**src/rtl/instruction_fetch_unit_pkg.sv**
```systemverilog
// Shared definitions for the fetch stage: fetch FSM state encoding and
// the machine word width used by instruction memory and decode.
package instruction_fetch_unit_pkg;

  localparam int WORD_W = 32;

  localparam logic [1:0] ST_RUN   = 2'd0;
  localparam logic [1:0] ST_HALT  = 2'd1;
  localparam logic [1:0] ST_FAULT = 2'd2;

endpackage

```
**src/rtl/instruction_fetch_unit.sv**
```systemverilog
// Program counter and fetch stage. The PC is a signed word index that drives
// the instruction memory's asynchronous address. The returned word is captured
// into an instruction register with a valid flag. Halt and out-of-range fetches
// park the FSM in a sticky state until reset.
module instruction_fetch_unit
  import instruction_fetch_unit_pkg::*;
#(
  parameter logic signed [WORD_W-1:0] RESET_PC   = 32'sd0,
  parameter int                       IMEM_DEPTH = 5,
  parameter int                       CNT_WIDTH  = 32
) (
  input  logic                     clk,
  input  logic                     reset_n,
  input  logic                     stall,
  input  logic                     branch_taken,
  input  logic signed [WORD_W-1:0] branch_target,
  input  logic                     jump,
  input  logic signed [WORD_W-1:0] jump_target,
  input  logic                     halt_req,
  output logic signed [WORD_W-1:0] imem_addr,
  input  logic        [WORD_W-1:0] imem_rd,
  output logic        [WORD_W-1:0] instr,
  output logic signed [WORD_W-1:0] instr_pc,
  output logic                     instr_valid,
  output logic signed [WORD_W-1:0] pc_plus1,
  output logic     [CNT_WIDTH-1:0] fetch_count,
  output logic                     halted,
  output logic                     fetch_fault
);

  localparam logic signed [WORD_W-1:0] DEPTH_S = WORD_W'(IMEM_DEPTH);

  logic        [1:0]           state_r,    state_nxt_s;
  logic signed [WORD_W-1:0]    pc_r,       pc_nxt_s;
  logic        [WORD_W-1:0]    instr_r,    instr_nxt_s;
  logic signed [WORD_W-1:0]    instr_pc_r, instr_pc_nxt_s;
  logic                        valid_r,    valid_nxt_s;
  logic        [CNT_WIDTH-1:0] count_r,    count_nxt_s;
  logic                        pc_in_range_s;
  logic signed [WORD_W-1:0]    pc_plus1_s;

  assign pc_in_range_s = (pc_r >= 32'sd0) && (pc_r < DEPTH_S);
  assign pc_plus1_s    = pc_r + 32'sd1;

  // State register: every piece of fetch state, with synchronous active-low reset.
  always_ff @(posedge clk) begin
    if (!reset_n) begin
      state_r    <= ST_RUN;
      pc_r       <= RESET_PC;
      instr_r    <= 32'd0;
      instr_pc_r <= 32'sd0;
      valid_r    <= 1'b0;
      count_r    <= CNT_WIDTH'(0);
    end else begin
      state_r    <= state_nxt_s;
      pc_r       <= pc_nxt_s;
      instr_r    <= instr_nxt_s;
      instr_pc_r <= instr_pc_nxt_s;
      valid_r    <= valid_nxt_s;
      count_r    <= count_nxt_s;
    end
  end

  // Next-state and next-PC priority mux: halt > jump > branch > stall > sequential.
  always_comb begin
    state_nxt_s    = state_r;
    pc_nxt_s       = pc_r;
    instr_nxt_s    = instr_r;
    instr_pc_nxt_s = instr_pc_r;
    valid_nxt_s    = 1'b0;
    count_nxt_s    = count_r;
    case (state_r)
      ST_RUN: begin
        if (halt_req) begin
          state_nxt_s = ST_HALT;
        end else if (jump) begin
          pc_nxt_s = jump_target;
        end else if (branch_taken) begin
          pc_nxt_s = branch_target;
        end else if (stall) begin
          valid_nxt_s = valid_r;
        end else if (pc_in_range_s) begin
          instr_nxt_s    = imem_rd;
          instr_pc_nxt_s = pc_r;
          valid_nxt_s    = 1'b1;
          pc_nxt_s       = pc_plus1_s;
          count_nxt_s    = count_r + CNT_WIDTH'(1);
        end else begin
          // Sequential fetch from an out-of-range PC: stop before using it.
          state_nxt_s = ST_FAULT;
        end
      end
      ST_HALT: begin
        state_nxt_s = ST_HALT;
      end
      ST_FAULT: begin
        state_nxt_s = ST_FAULT;
      end
      default: begin
        // Unused encoding is treated as a fault so fetching stops safely.
        state_nxt_s = ST_FAULT;
      end
    endcase
  end

  // Output decode; the memory address is clamped to 0 whenever the PC is out of range.
  always_comb begin
    imem_addr   = 32'sd0;
    if (pc_in_range_s) begin
      imem_addr = pc_r;
    end else begin
      imem_addr = 32'sd0;
    end
    instr       = instr_r;
    instr_pc    = instr_pc_r;
    instr_valid = valid_r;
    pc_plus1    = pc_plus1_s;
    fetch_count = count_r;
    halted      = (state_r == ST_HALT);
    fetch_fault = (state_r == ST_FAULT);
  end

endmodule

```
**config.mk**
```make
export PLATFORM = sky130hd
export DESIGN_NAME = instruction_fetch_unit
export DESIGN_NICKNAME = d
export VERILOG_FILES = /design/src/rtl/instruction_fetch_unit_pkg.sv /design/src/rtl/instruction_fetch_unit.sv
export SDC_FILE = /design/constraint.sdc
export NUM_CORES = 1
export LEC_CHECK = 0
export BUFFER_PORTS_ARGS = -buffer_cell sky130_fd_sc_hd__buf_2
export CORE_UTILIZATION = 37
export CTS_BUF_LIST = sky130_fd_sc_hd__clkbuf_16
export CTS_CLUSTER_SIZE = 10
export DETAILED_ROUTE_END_ITERATION = 12
export GPL_TIMING_DRIVEN = 0
export PLACE_DENSITY = 0.67
export SLEW_MARGIN = 0
export SYNTH_ARGS = -nofsm -noshare
export SYNTH_HDL_FRONTEND = slang
export SYNTH_SLANG_ARGS = --single-unit
```
**constraint.sdc**
```tcl
create_clock -name clk -period 4.4 [get_ports clk]
set_input_delay 0.66 -clock clk [delete_from_list [all_inputs] [get_ports clk]]
set_output_delay 0.66 -clock clk [all_outputs]
set_load 0.05 [all_outputs]
```
## Yosys cells after proc, flatten, opt, wreduce, memory -nomap -nowiden

Index checks and enable logic that the tools add are counted.

- Add/subtract/negate cells: 2
- Magnitude comparators: 2
- Eq/ne operators: 7
- Mux-type cells: 12
- Bitwise logic cells: 6
- Reduce and logical (&&, ||, !) cells: 7

Operator list:

| kind | count |
|---|---|
| $mux W32 | 5 |
| $add A32 B1 Y32 const B | 1 |
| $add A32 B2 Y32 const B | 1 |
| $ge A32 B1 Y1 const B | 1 |
| $lt A32 B4 Y1 const B | 1 |
| $ne A3 B3 Y1 const B | 4 |
| $mux W2 | 5 |
| $reduce_and A4 Y1 | 2 |
| $not A1 Y1 | 6 |
| $reduce_and A6 Y1 | 1 |
| $reduce_or A5 Y1 | 1 |
| $pmux W2 S2 | 1 |
| $ne A3 B1 Y1 const B | 1 |
| $reduce_bool A3 Y1 | 1 |
| $eq A2 B1 Y1 const B | 1 |
| $eq A2 B2 Y1 const B | 1 |
| $logic_not A2 Y1 | 1 |
| $logic_and A1 B1 Y1 | 1 |
| $mux W1 | 1 |

- Flip-flop bits (word level): 131
- Input bits: 102
- Output and inout port bits: 163
- Word-level logic and storage cells: 42

## Longest topological paths before layout

Gate-level depths: netlist (run 1).

- Depth in word-level cells: 8
- Mapped depth: 10

## Worst setup path before layout (run 1)

No wires, ideal clock.

- Kind: register -> output
- From: register pc_r[23]
- To: output imem_addr[0]
- Arrival time: 3.050 ns
- Required time: 3.740 ns
- Slack: 0.690 ns
- Cell stages (with the launch flop): 6
- Path buffers: 2
- Path through: dfxtp_1 buf_6 or4_1 or4_1 buf_2 nor4_1

- Longest elaborated chain between the ends: 3
- Elaborated cells on any way between the ends: 4

Ends and longest elaborated chain:

| element | line | source |
|---|---|---|
| start: declaration | instruction_fetch_unit.sv:34 | `logic signed [WORD_W-1:0] pc_r, pc_nxt_s;` |
| start signal: assignment | instruction_fetch_unit.sv:56 | `pc_r <= pc_nxt_s;` |
| $ge A32 B1 Y1 or $lt A32 B4 Y1 (tied branches) | instruction_fetch_unit.sv:42 | `assign pc_in_range_s = (pc_r >= 32'sd0) && (pc_r < DEPTH_S);` |
| $logic_and A1 B1 Y1 * | instruction_fetch_unit.sv:42 |  |
| $mux W32 * | instruction_fetch_unit.sv:109 | `if (pc_in_range_s) begin` |
| end: declaration | instruction_fetch_unit.sv:20 | `output logic signed [WORD_W-1:0] imem_addr,` |

Every way passes the cells marked *; elsewhere a longest branch is shown, timed or not.

## Worst setup path after layout (run 1)

- From: register pc_r[11]
- To: output pc_plus1[28]

- Longest elaborated chain between the ends: 1

Ends and longest elaborated chain:

| element | line | source |
|---|---|---|
| $add A32 B2 Y32 | instruction_fetch_unit.sv:43 | `assign pc_plus1_s = pc_r + 32'sd1;` |
| end: declaration | instruction_fetch_unit.sv:25 | `output logic signed [WORD_W-1:0] pc_plus1,` |

No other way between the ends.

==> flow_metrics.py, run 1 <==
metrics = {
    "timing": {
        "fin_skew_ns": 0.00989,
        "setup_tns_ns": 0,
        "tightest_slew_ns": 1.19,
        "timing.slew.headroom_pct": 20.3,
        "hold_viol_final": 0,
        "finalCritPeriodShare_pct": 91.8,
        "rsz0062_at_grt": "false",
        "setup_viol": 0,
        "slew_viol_final": 0,
        "max_freq_mhz": 247,
        "setup_ws_ns": 0.359,
        "fin_crit_ns": 4.04,
    },
    "synthesis": {
        "ys_seq_elements": 131,
        "synth_warnings": 0,
        "avgSynthCellArea_um2": 8.06,
        "yosysTopAreaCell": "dfxtp_1",
        "ys_seq_area_share_pct": 39.9,
        "ys_types": 60,
        "synthTopCellsByArea": "dfxtp_1 40%, nand2_1 7.0%, a21oi_1 6.8%, o31ai_1 3.8%, clkbuf_1 3.4%",
        "synthArstFlopShare_pct": 0,
        "synth-edff-count": 0,
        "synth_top_area_share_pct": 39.9,
        "yosysMostFrequentCell": "dfxtp_1",
        "syn_inst": 816,
        "synthTopCellsByCount": "131 x dfxtp_1, 123 x nand2_1, 90 x a21oi_1",
        "netlist_area_um2": 6580,
        "synthFlopType": "dfxtp_1",
    },
    "floorplanning": {
        "die_area_um2": 18300,
        "num_rows": 48,
        "design.core.area_um2": 17400,
        "die_h_um": 135,
        "start_util_pct": 37.9,
        "die_width_um": 135,
        "ios": 265,
    },
    "setup_path": {
        "rr_worst_depth": 8,
        "critPathRequiredTime_ns": 3.74,
        "endpoint": "pc_plus1[28]",
        "r2r-start": "pc_r[17]",
        "worst-setup-path-type": "register to primary output",
        "start_kind": "register",
        "critPathArrivalTime_ns": 3.38,
        "worst-path-max-fanout": 9,
        "end_kind": "primary output",
        "r2r-end": "pc_r[27]",
        "reg2reg_slack_ns": 0.66,
        "startpoint": "pc_r[11]",
    },
    "place": {
        "io_buffers": 235,
        "gp_congestion": 1.01,
        "dpl.hpwl_um": 16900,
        "place_ws_ns": 0.476,
    },
    "finish": {
        "nets": 1203,
        "final_util_pct": 50.0,
        "drive_gt1_share_pct": 27.6,
        "insertedDiodeCount": 0,
        "areaGrowthSynthToFinish_pct": 32.0,
    },
    "route": {
        "drt_wl_total_um": 22600,
        "top_layer": "met4",
        "wl_met1_um": 10400,
        "wl_met2_um": 9950,
        "drc": 0,
        "dr_total_vias": 7203,
        "drtIter0Drc": 672,
        "drtPass1Iterations": 5,
        "routed-wl-met3_um": 1660,
        "viasPerCell": 5.39,
        "ant_nets": 0,
        "wl_per_cell_um": 16.9,
    },
    "clocking": {
        "cts_made_buffers": 17,
        "cts_num_sinks": 131,
        "path_clk_slew_ns": 0.06,
        "cts_tree": "built",
        "clk_path_buf_depth": 2,
        "clk_latency_ns": 0.43,
        "htreeDepth": 4,
        "cts-root-buf": "clkbuf_16",
    },
    "job": {
        "cap_violations": 0,
    },
    "grt": {
        "grt_overflow": 0,
        "antenna_found_initial": 0,
        "grt_max_degree": 17,
        "grt_first_pass_wirelength_um": 34500,
        "grt_pass1_vias": 6557,
        "grt_use_total_pct": 24.5,
    },
    "min_path": {
        "min_path_type": "register to register",
    },
    "power": {
        "leakagePower_nw": 3.75,
        "total_power_w": 0.00299,
        "irDropWorstVdd_mv": 0.262,
        "power_density_nw_per_um2": 344,
    },
    "outcome": {
        "status": "finished clean",
    },
}
==> through the flow <==
stage	std cells	area (um2)	hold slack [ns]
finish	1336	8680	0.450
global route	1336	8680	0.464
CTS	1336	8680	0.453
detailed placement	1304	8140	0.444
global placement	1304	8140	0.439
floorplan	844	6690	0.471
==> power by group <==
part / internal, W / leakage [nW] / total [W] / switching (W)
sequential: 0.00121 / 1.06 / 0.00123 / 0.0000248
clock: 0.000721 / 0.255 / 0.00129 / 0.000567
combinational: 0.000143 / 2.43 / 0.000467 / 0.000324
==> state kept, by name, indices dropped and copies added (netlist names) <==
register and flops:
fetch_count 32, instr 32, instr_pc 32, instr_valid 1, pc_r 32, state_r 2
==> critical path: stages (launching register included) <==
cell,delay [ns]
dfxtp_1,0.30
clkbuf_1,0.30
nand4_1,0.28
nor4_1,0.89
nand3_1,0.43
nor2_1,0.23
xor2_1,0.22
buf_2,0.30
==> timing repair <==
action                     in CTS  in global routing
hold buffers                    0                  0
setup endpoints to repair       0                  6
gates resized for setup         0                  1
buffers inserted                0                  0
==> kinds of logic (layout without fill, tap and decap cells) <==
group	count (synthesis)	after routing	synth area share, %
AO/OA/AOI/OAI	201	201	20.1
XOR/XNOR	31	31	4.13
adder cells (fa/ha/maj)	3	3	0.571
buffers and inverters	112	379	8.52
flip-flops	131	131	39.9
multiplexers	2	2	0.304
other	1	29	0.0570
AND/OR/NAND/NOR	335	335	26.5
==> placed cells by master, fill, tap and decap left out, types with 4 or more instances in the layout <==
master,instances
nand2_1,123
o211ai_1,7
buf_2,236
a32o_1,11
xnor2_1,17
a311oi_1,6
clkbuf_1,59
clkinv_4,5
a21oi_1,90
o31ai_1,33
clkbuf_16,17
o21ai_0,15
or4_1,29
or3_1,9
dfxtp_1,131
xor2_1,14
nor4_1,11
a22oi_1,5
nand2b_1,21
o21a_1,4
and3_1,33
nand4_1,23
buf_6,4
inv_1,14
nor2_1,26
nor3_1,14
buf_4,29
conb_1,29
nand3_1,28
buf_1,4
==> how the worst min path moves through the flow <==
stage / start / cells past startpoint / to / slack (ns)
2_1_floorplan: pc_r[1] / 2 / instr_pc[1] / 0.47
3_3_place_gp: instr[21] / 2 / instr[21] / 0.44
3_5_place_dp: instr[23] / 2 / instr[23] / 0.44
4_1_cts: instr_pc[0] / 2 / instr_pc[0] / 0.45
5_1_grt: imem_rd[9] / 3 / instr[9] / 0.46
6_report: instr[17] / 2 / instr[17] / 0.45
==> cell type report <==
type,instances,area (um2)
Clock buffer,17,425
Timing Repair Buffer,235,1180
Tap cell,225,282
Fill cell,1720,8670
Sequential cell,131,2620
Inverter,15,56.3
Multi-Input combinational cell,601,3510
Clock inverter,15,110
Buffer,97,504
==> metal layers <==
layer	track usage [%]	up-vias
li1	-	3485
met1	33.6	3373
met2	37.2	311
met3	5.61	34
met4	9.24	0
met5	0	-
(Power assumes the default switching activity.)
==> run 2: changes to the inputs <==
Settings changed: RECOVER_POWER set to 100.
==> run 2 against run 1 <==
Count of clock-buffer cells in the layout is the same. Cell count is the same. Combinational power shrank 1%. Critical path depth is the same. Sequential share of layout area grew 0.64 points. Cell area shrank 2.1%. First-iteration DRC count shrank 9.8%. Sequential cell count is the same. Non-clock buffer count is the same. Clock skew grew 0.0011 ns. Highest routed layer unchanged.
==> flow_metrics.py, run 2 (synthesis gave the netlist of run 1 again) <==
metrics = {
    "outcome": {
        "status": "finished clean",
    },
    "timing": {
        "fin_skew_ns": 0.0110,
        "setup_tns_ns": 0,
        "timing.slew.headroom_pct": 18.1,
        "slew_viol_final": 0,
        "fin_crit_ns": 4.07,
        "fin_hold_ws_ns": 0.453,
        "finalCritPeriodShare_pct": 92.5,
        "max_freq_mhz": 246,
        "hold_viol_final": 0,
        "setup_viol": 0,
        "rsz0062_at_grt": "false",
        "tightest_slew_ns": 1.22,
    },
    "floorplanning": {
        "start_util_pct": 37.9,
        "die_width_um": 135,
        "ios": 265,
        "num_rows": 48,
        "die_area_um2": 18300,
        "die_h_um": 135,
        "design.core.area_um2": 17400,
    },
    "clocking": {
        "clk_path_buf_depth": 2,
        "path_clk_slew_ns": 0.06,
        "clk_latency_ns": 0.42,
        "ctsHoldBuffers": 0,
        "cts_num_sinks": 131,
        "cts_tree": "built",
        "cts-root-buf": "clkbuf_16",
        "htreeDepth": 4,
        "cts_made_buffers": 17,
        "post-cts-setup-buffer-count": 0,
    },
    "place": {
        "post-place-cells": 1304,
        "io_buffers": 235,
        "gp_congestion": 1.01,
        "dpl.hpwl_um": 16900,
    },
    "route": {
        "viasPerCell": 5.40,
        "drt_wl_total_um": 22700,
        "drc": 0,
        "drtIter0Drc": 606,
        "dr_total_vias": 7210,
        "drtPass1Iterations": 6,
        "ant_nets": 0,
        "wl_per_cell_um": 17.0,
    },
    "finish": {
        "insertedDiodeCount": 0,
        "fin_cells": 1336,
        "areaGrowthSynthToFinish_pct": 29.2,
        "layout_commonest_cell": "clkbuf_1",
        "drive_gt1_share_pct": 15.8,
        "layout_common_cells": "190 x clkbuf_1, 131 x dfxtp_1, 123 x nand2_1",
        "final_util_pct": 49.0,
        "nets": 1203,
    },
    "job": {
        "cap_violations": 0,
    },
    "setup_path": {
        "critPathArrivalTime_ns": 3.41,
        "worst-setup-path-type": "register to primary output",
        "worst-path-max-fanout": 9,
        "start_kind": "register",
        "critPathRequiredTime_ns": 3.74,
        "end_kind": "primary output",
    },
    "power": {
        "leakagePower_nw": 3.18,
        "total_power_w": 0.00298,
        "power_density_nw_per_um2": 350,
        "irDropWorstVdd_mv": 0.260,
    },
    "min_path": {
        "min_path_type": "register to register",
    },
    "grt": {
        "grt_use_total_pct": 24.5,
        "grt_max_degree": 17,
        "antenna_found_initial": 0,
        "grt_overflow": 0,
        "grt_pass1_vias": 6557,
        "grt_first_pass_wirelength_um": 34500,
    },
}
[run 2: changes by cell type in the layout (fill, tap and decap cells not counted)]
cell,before,now
buf_6,4,2
buf_2,236,99
or4_4,1,0
clkbuf_2,0,8
or4_1,29,30
clkbuf_1,59,190
[run 2: layout make-up]
cell class / instances / area (um2)
buffer: 97 / 488
clock buffer: 17 / 425
clock inverter: 15 / 110
fill: 1786 / 8850
inverter: 15 / 56.3
multi-input combinational: 601 / 3500
sequential: 131 / 2620
tap: 225 / 282
timing repair buffer: 235 / 1020
[run 2: power breakdown]
group          switching, W  internal, W  leakage (nW)
registers         0.0000248      0.00121          1.06
logic              0.000325     0.000136          1.87
clock network      0.000563     0.000721         0.255
[run 2: through the flow]
stage	area [um2]	worst slack [ns]
global placement	8140	0.442
detailed placement	8140	0.476
CTS	8680	0.0144
finish	8500	0.330
global route	8500	0.0947
floorplan	6690	0.690
[run 2: final timing paths]
path / from / to / slack, ns / depth (start not counted)
setup / recovery: pc_r[11] / pc_plus1[28] / 0.33 / 7
setup reg to reg: pc_r[17] / pc_r[27] / 0.58 / 8
hold reg to reg: instr_pc[0] / instr_pc[0] / 0.45 / 2
hold / removal: instr_pc[0] / instr_pc[0] / 0.45 / 2
[run 2: what timing repair did]
item                       4_1_cts  5_1_grt
gates resized for setup          0        1
setup endpoints to repair        0        6
hold endpoints to repair         0        0
[run 2: worst max-delay path, stage by stage, from the launching register on]
cell	delay [ns]
dfxtp_1	0.30
clkbuf_1	0.30
nand4_1	0.28
nor4_1	0.89
nand3_1	0.43
nor2_1	0.23
xor2_1	0.23
clkbuf_2	0.32
[run 2: layer usage]
metal	vias to the layer above	global-route usage, %	wire length [um]
met5	-	0	0
met4	0	9.24	607
met3	35	5.61	1750
met2	343	37.2	9930
met1	3342	33.6	10400
li1	3490	-	-
==> run 3: changes to the inputs <==
Settings changed: ABC_AREA set to 1, PLACE_DENSITY 0.67 to 0.65.
==> run 3 against run 2 <==
Core utilization decreased by 0.76 points. Combinational power is 25% higher. Sequential power is essentially flat. Worst hold slack got worse by 0.014 ns. Critical path depth stayed put. Die area rose by 15%. Sequential share of layout area shrank 3.4 points. Clock skew rose by 0.0039 ns. Via count is 20% higher. Area after synthesis up 15%.
==> flow_metrics.py, run 3 <==
metrics = {
    "outcome": {
        "status": "finished clean",
    },
    "power": {
        "leakagePower_nw": 4.24,
        "power_density_nw_per_um2": 344,
        "irDropWorstVdd_mv": 0.288,
    },
    "synthesis": {
        "synth_top_area_share_pct": 34.6,
        "synth_simple_gate_area_share_pct": 45.2,
        "avgSynthCellArea_um2": 5.87,
        "synthTopCellsByArea": "dfxtp_1 35%, nand2_1 25%, nor2_1 13%, nand3_1 5.0%, a21oi_1 4.6%",
        "synthFlopType": "dfxtp_1",
        "yosysTopAreaCell": "dfxtp_1",
        "ys_seq_elements": 131,
        "synthMuxAreaShare_pct": 0,
        "netlist_area_um2": 7570,
        "synth-compound-area-share_pct": 6.51,
        "syn_inst": 1291,
        "ys_seq_area_share_pct": 34.6,
        "yosysMostFrequentCell": "nand2_1",
        "synth_warnings": 0,
        "synthAdderAreaFrac_pct": 0.496,
        "synthArstFlopShare_pct": 0,
        "yosys.area_share.xor_xnor_pct": 2.20,
        "synth_top_family_by_area": "simple AND/OR/NAND/NOR gates",
        "synthTopCellsByCount": "501 x nand2_1, 260 x nor2_1, 131 x dfxtp_1",
        "ys_types": 28,
        "synth-edff-count": 0,
    },
    "route": {
        "wl_met1_um": 12100,
        "top_layer": "met5",
        "ant_nets": 0,
        "drc": 0,
        "wl_per_cell_um": 14.1,
        "dr_total_vias": 8670,
        "routed-wl-met3_um": 2060,
        "drtPass1Iterations": 5,
        "viasPerCell": 4.69,
        "drt_wl_total_um": 26100,
        "wl_met2_um": 11400,
        "drtIter0Drc": 714,
    },
    "timing": {
        "slew_viol_final": 0,
        "finalCritPeriodShare_pct": 80.4,
        "tightest_slew_ns": 0.820,
        "hold_viol_final": 0,
        "timing.slew.headroom_pct": 45.3,
        "fin_skew_ns": 0.0149,
        "max_freq_mhz": 283,
        "setup_viol": 0,
        "setup_tns_ns": 0,
        "fin_hold_ws_ns": 0.440,
        "rsz0062_at_grt": "false",
        "fin_crit_ns": 3.54,
    },
    "finish": {
        "drive_gt1_share_pct": 10.5,
        "final_util_pct": 48.2,
        "areaGrowthSynthToFinish_pct": 26.0,
        "fin_area_um2": 9540,
        "layout_common_cells": "501 x nand2_1, 263 x nor2_1, 181 x clkbuf_1",
        "multi_input_area_um2": 4200,
        "fin_cells": 1850,
        "layout_commonest_cell": "nand2_1",
        "insertedDiodeCount": 0,
        "fill_cells": 2230,
        "seqCellArea_um2": 2620,
        "nets": 1677,
    },
    "grt": {
        "grt_overflow": 0,
        "grt_first_pass_wirelength_um": 41500,
        "grt_pass1_vias": 7974,
        "grt_use_total_pct": 24.9,
        "grt_max_degree": 18,
        "antenna_found_initial": 2,
    },
    "floorplanning": {
        "design.core.area_um2": 19800,
        "start_util_pct": 38.3,
        "die_width_um": 145,
        "num_rows": 51,
        "die_h_um": 145,
        "ios": 265,
        "die_area_um2": 21000,
    },
    "setup_path": {
        "worst-setup-path-type": "register to primary output",
        "max_stage_delay_ns": 0.48,
        "critPathRequiredTime_ns": 3.74,
        "critPathBufInv": 2,
        "critPathSlowestCell": "nor2_1",
        "end_kind": "primary output",
        "start_kind": "register",
        "worst-path-max-fanout": 6,
        "critPathTopFamily": "simple AND/OR/NAND/NOR gates",
        "path_cells": "inv_1, nor2_1, nand2_1, nor2_1, nand3_1, nand2_1, clkbuf_1",
        "critPathArrivalTime_ns": 2.88,
    },
    "clocking": {
        "cts_num_sinks": 131,
        "clk_latency_ns": 0.44,
        "htreeDepth": 4,
        "ctsHoldBuffers": 0,
        "cts_made_buffers": 17,
        "clk_path_buf_depth": 2,
        "path_clk_slew_ns": 0.07,
        "cts-root-buf": "clkbuf_16",
        "cts_tree": "built",
        "post_cts_resized": 0,
        "post-cts-setup-buffer-count": 0,
    },
    "place": {
        "gp_congestion": 0.966,
        "dpl_cell_area_um2": 9180,
        "io_buffers": 234,
        "dpl.hpwl_um": 20100,
        "post-place-cells": 1818,
    },
    "job": {
        "cap_violations": 0,
    },
    "min_path": {
        "min_path_type": "register to register",
    },
}
## run 3: cell count changes after synthesis, sizes merged, moves of 24 or more
cell / delta
clkbuf: -24
nor2: +237
inv: +79
o31ai: -32
nand3: +49
nand2: +378
or4: -30
and3: -33
## run 3: worst paths after layout
path	start	end	slack, ns	depth (start not counted)
max reg2reg	pc_r[0]	instr[4]	1.27	12
min reg2reg	instr_pc[10]	instr_pc[10]	0.44	2
max	pc_r[0]	pc_plus1[29]	0.86	7
min	instr_pc[10]	instr_pc[10]	0.44	2
## run 3: final cells by class
type | instances | area share, %
inverters | 94 | 3.70
clock inverters | 15 | 1.91
multi-input cells | 1012 | 44.0
repair buffers | 234 | 10.5
flip-flops and latches | 131 | 27.5
clock buffers | 17 | 4.46
well taps | 265 | 3.47
plain buffers | 82 | 4.39
## run 3: power by group
group | leakage [nW] | internal [W] | total, W | switching, W
clock network | 0.294 | 0.000771 | 0.00145 | 0.000679
registers | 1.06 | 0.00122 | 0.00126 | 0.0000428
logic | 2.89 | 0.000157 | 0.000575 | 0.000418
## run 3: logic make-up (layout without fill, tap and decap cells)
| kind of cell | count (synthesis) | in the layout |
|---|---|---|
| simple gates | 865 | 865 |
| xor+xnor | 19 | 19 |
| fa+ha+maj | 3 | 3 |
| buf+inv | 176 | 442 |
| flops | 131 | 131 |
| compound gates | 96 | 96 |
| other cells | 1 | 29 |
## run 3: metrics by stage
| step | power, W | setup slack [ns] |
|---|---|---|
| after floorplan | 0.00170 | 1.47 |
| after global placement | 0.00187 | 1.63 |
| after detailed placement | 0.00187 | 1.66 |
| after CTS | 0.00332 | 1.19 |
| after global routing | 0.00342 | 0.575 |
| final | 0.00328 | 0.861 |
## run 3: per-layer routing
| metal | track usage, % | vias to the layer above |
|---|---|---|
| met5 | 0 | - |
| met4 | 8.11 | 4 |
| met3 | 6.57 | 43 |
| met2 | 39.2 | 301 |
| met1 | 33.0 | 3830 |
| li1 | - | 4492 |
## run 3: worst register-to-register path, stage by stage (launching register included)
cell and delay [ns]:
dfxtp_1 0.38, inv_1 0.18, ha_1 0.17, o21ai_0 0.08, nor2_1 0.09, nand2_1 0.14, nor2_1 0.21, nand3_1 0.41
inv_1 0.18, clkbuf_1 0.48, clkbuf_1 0.45, nand2_1 0.11, a21oi_1 0.18
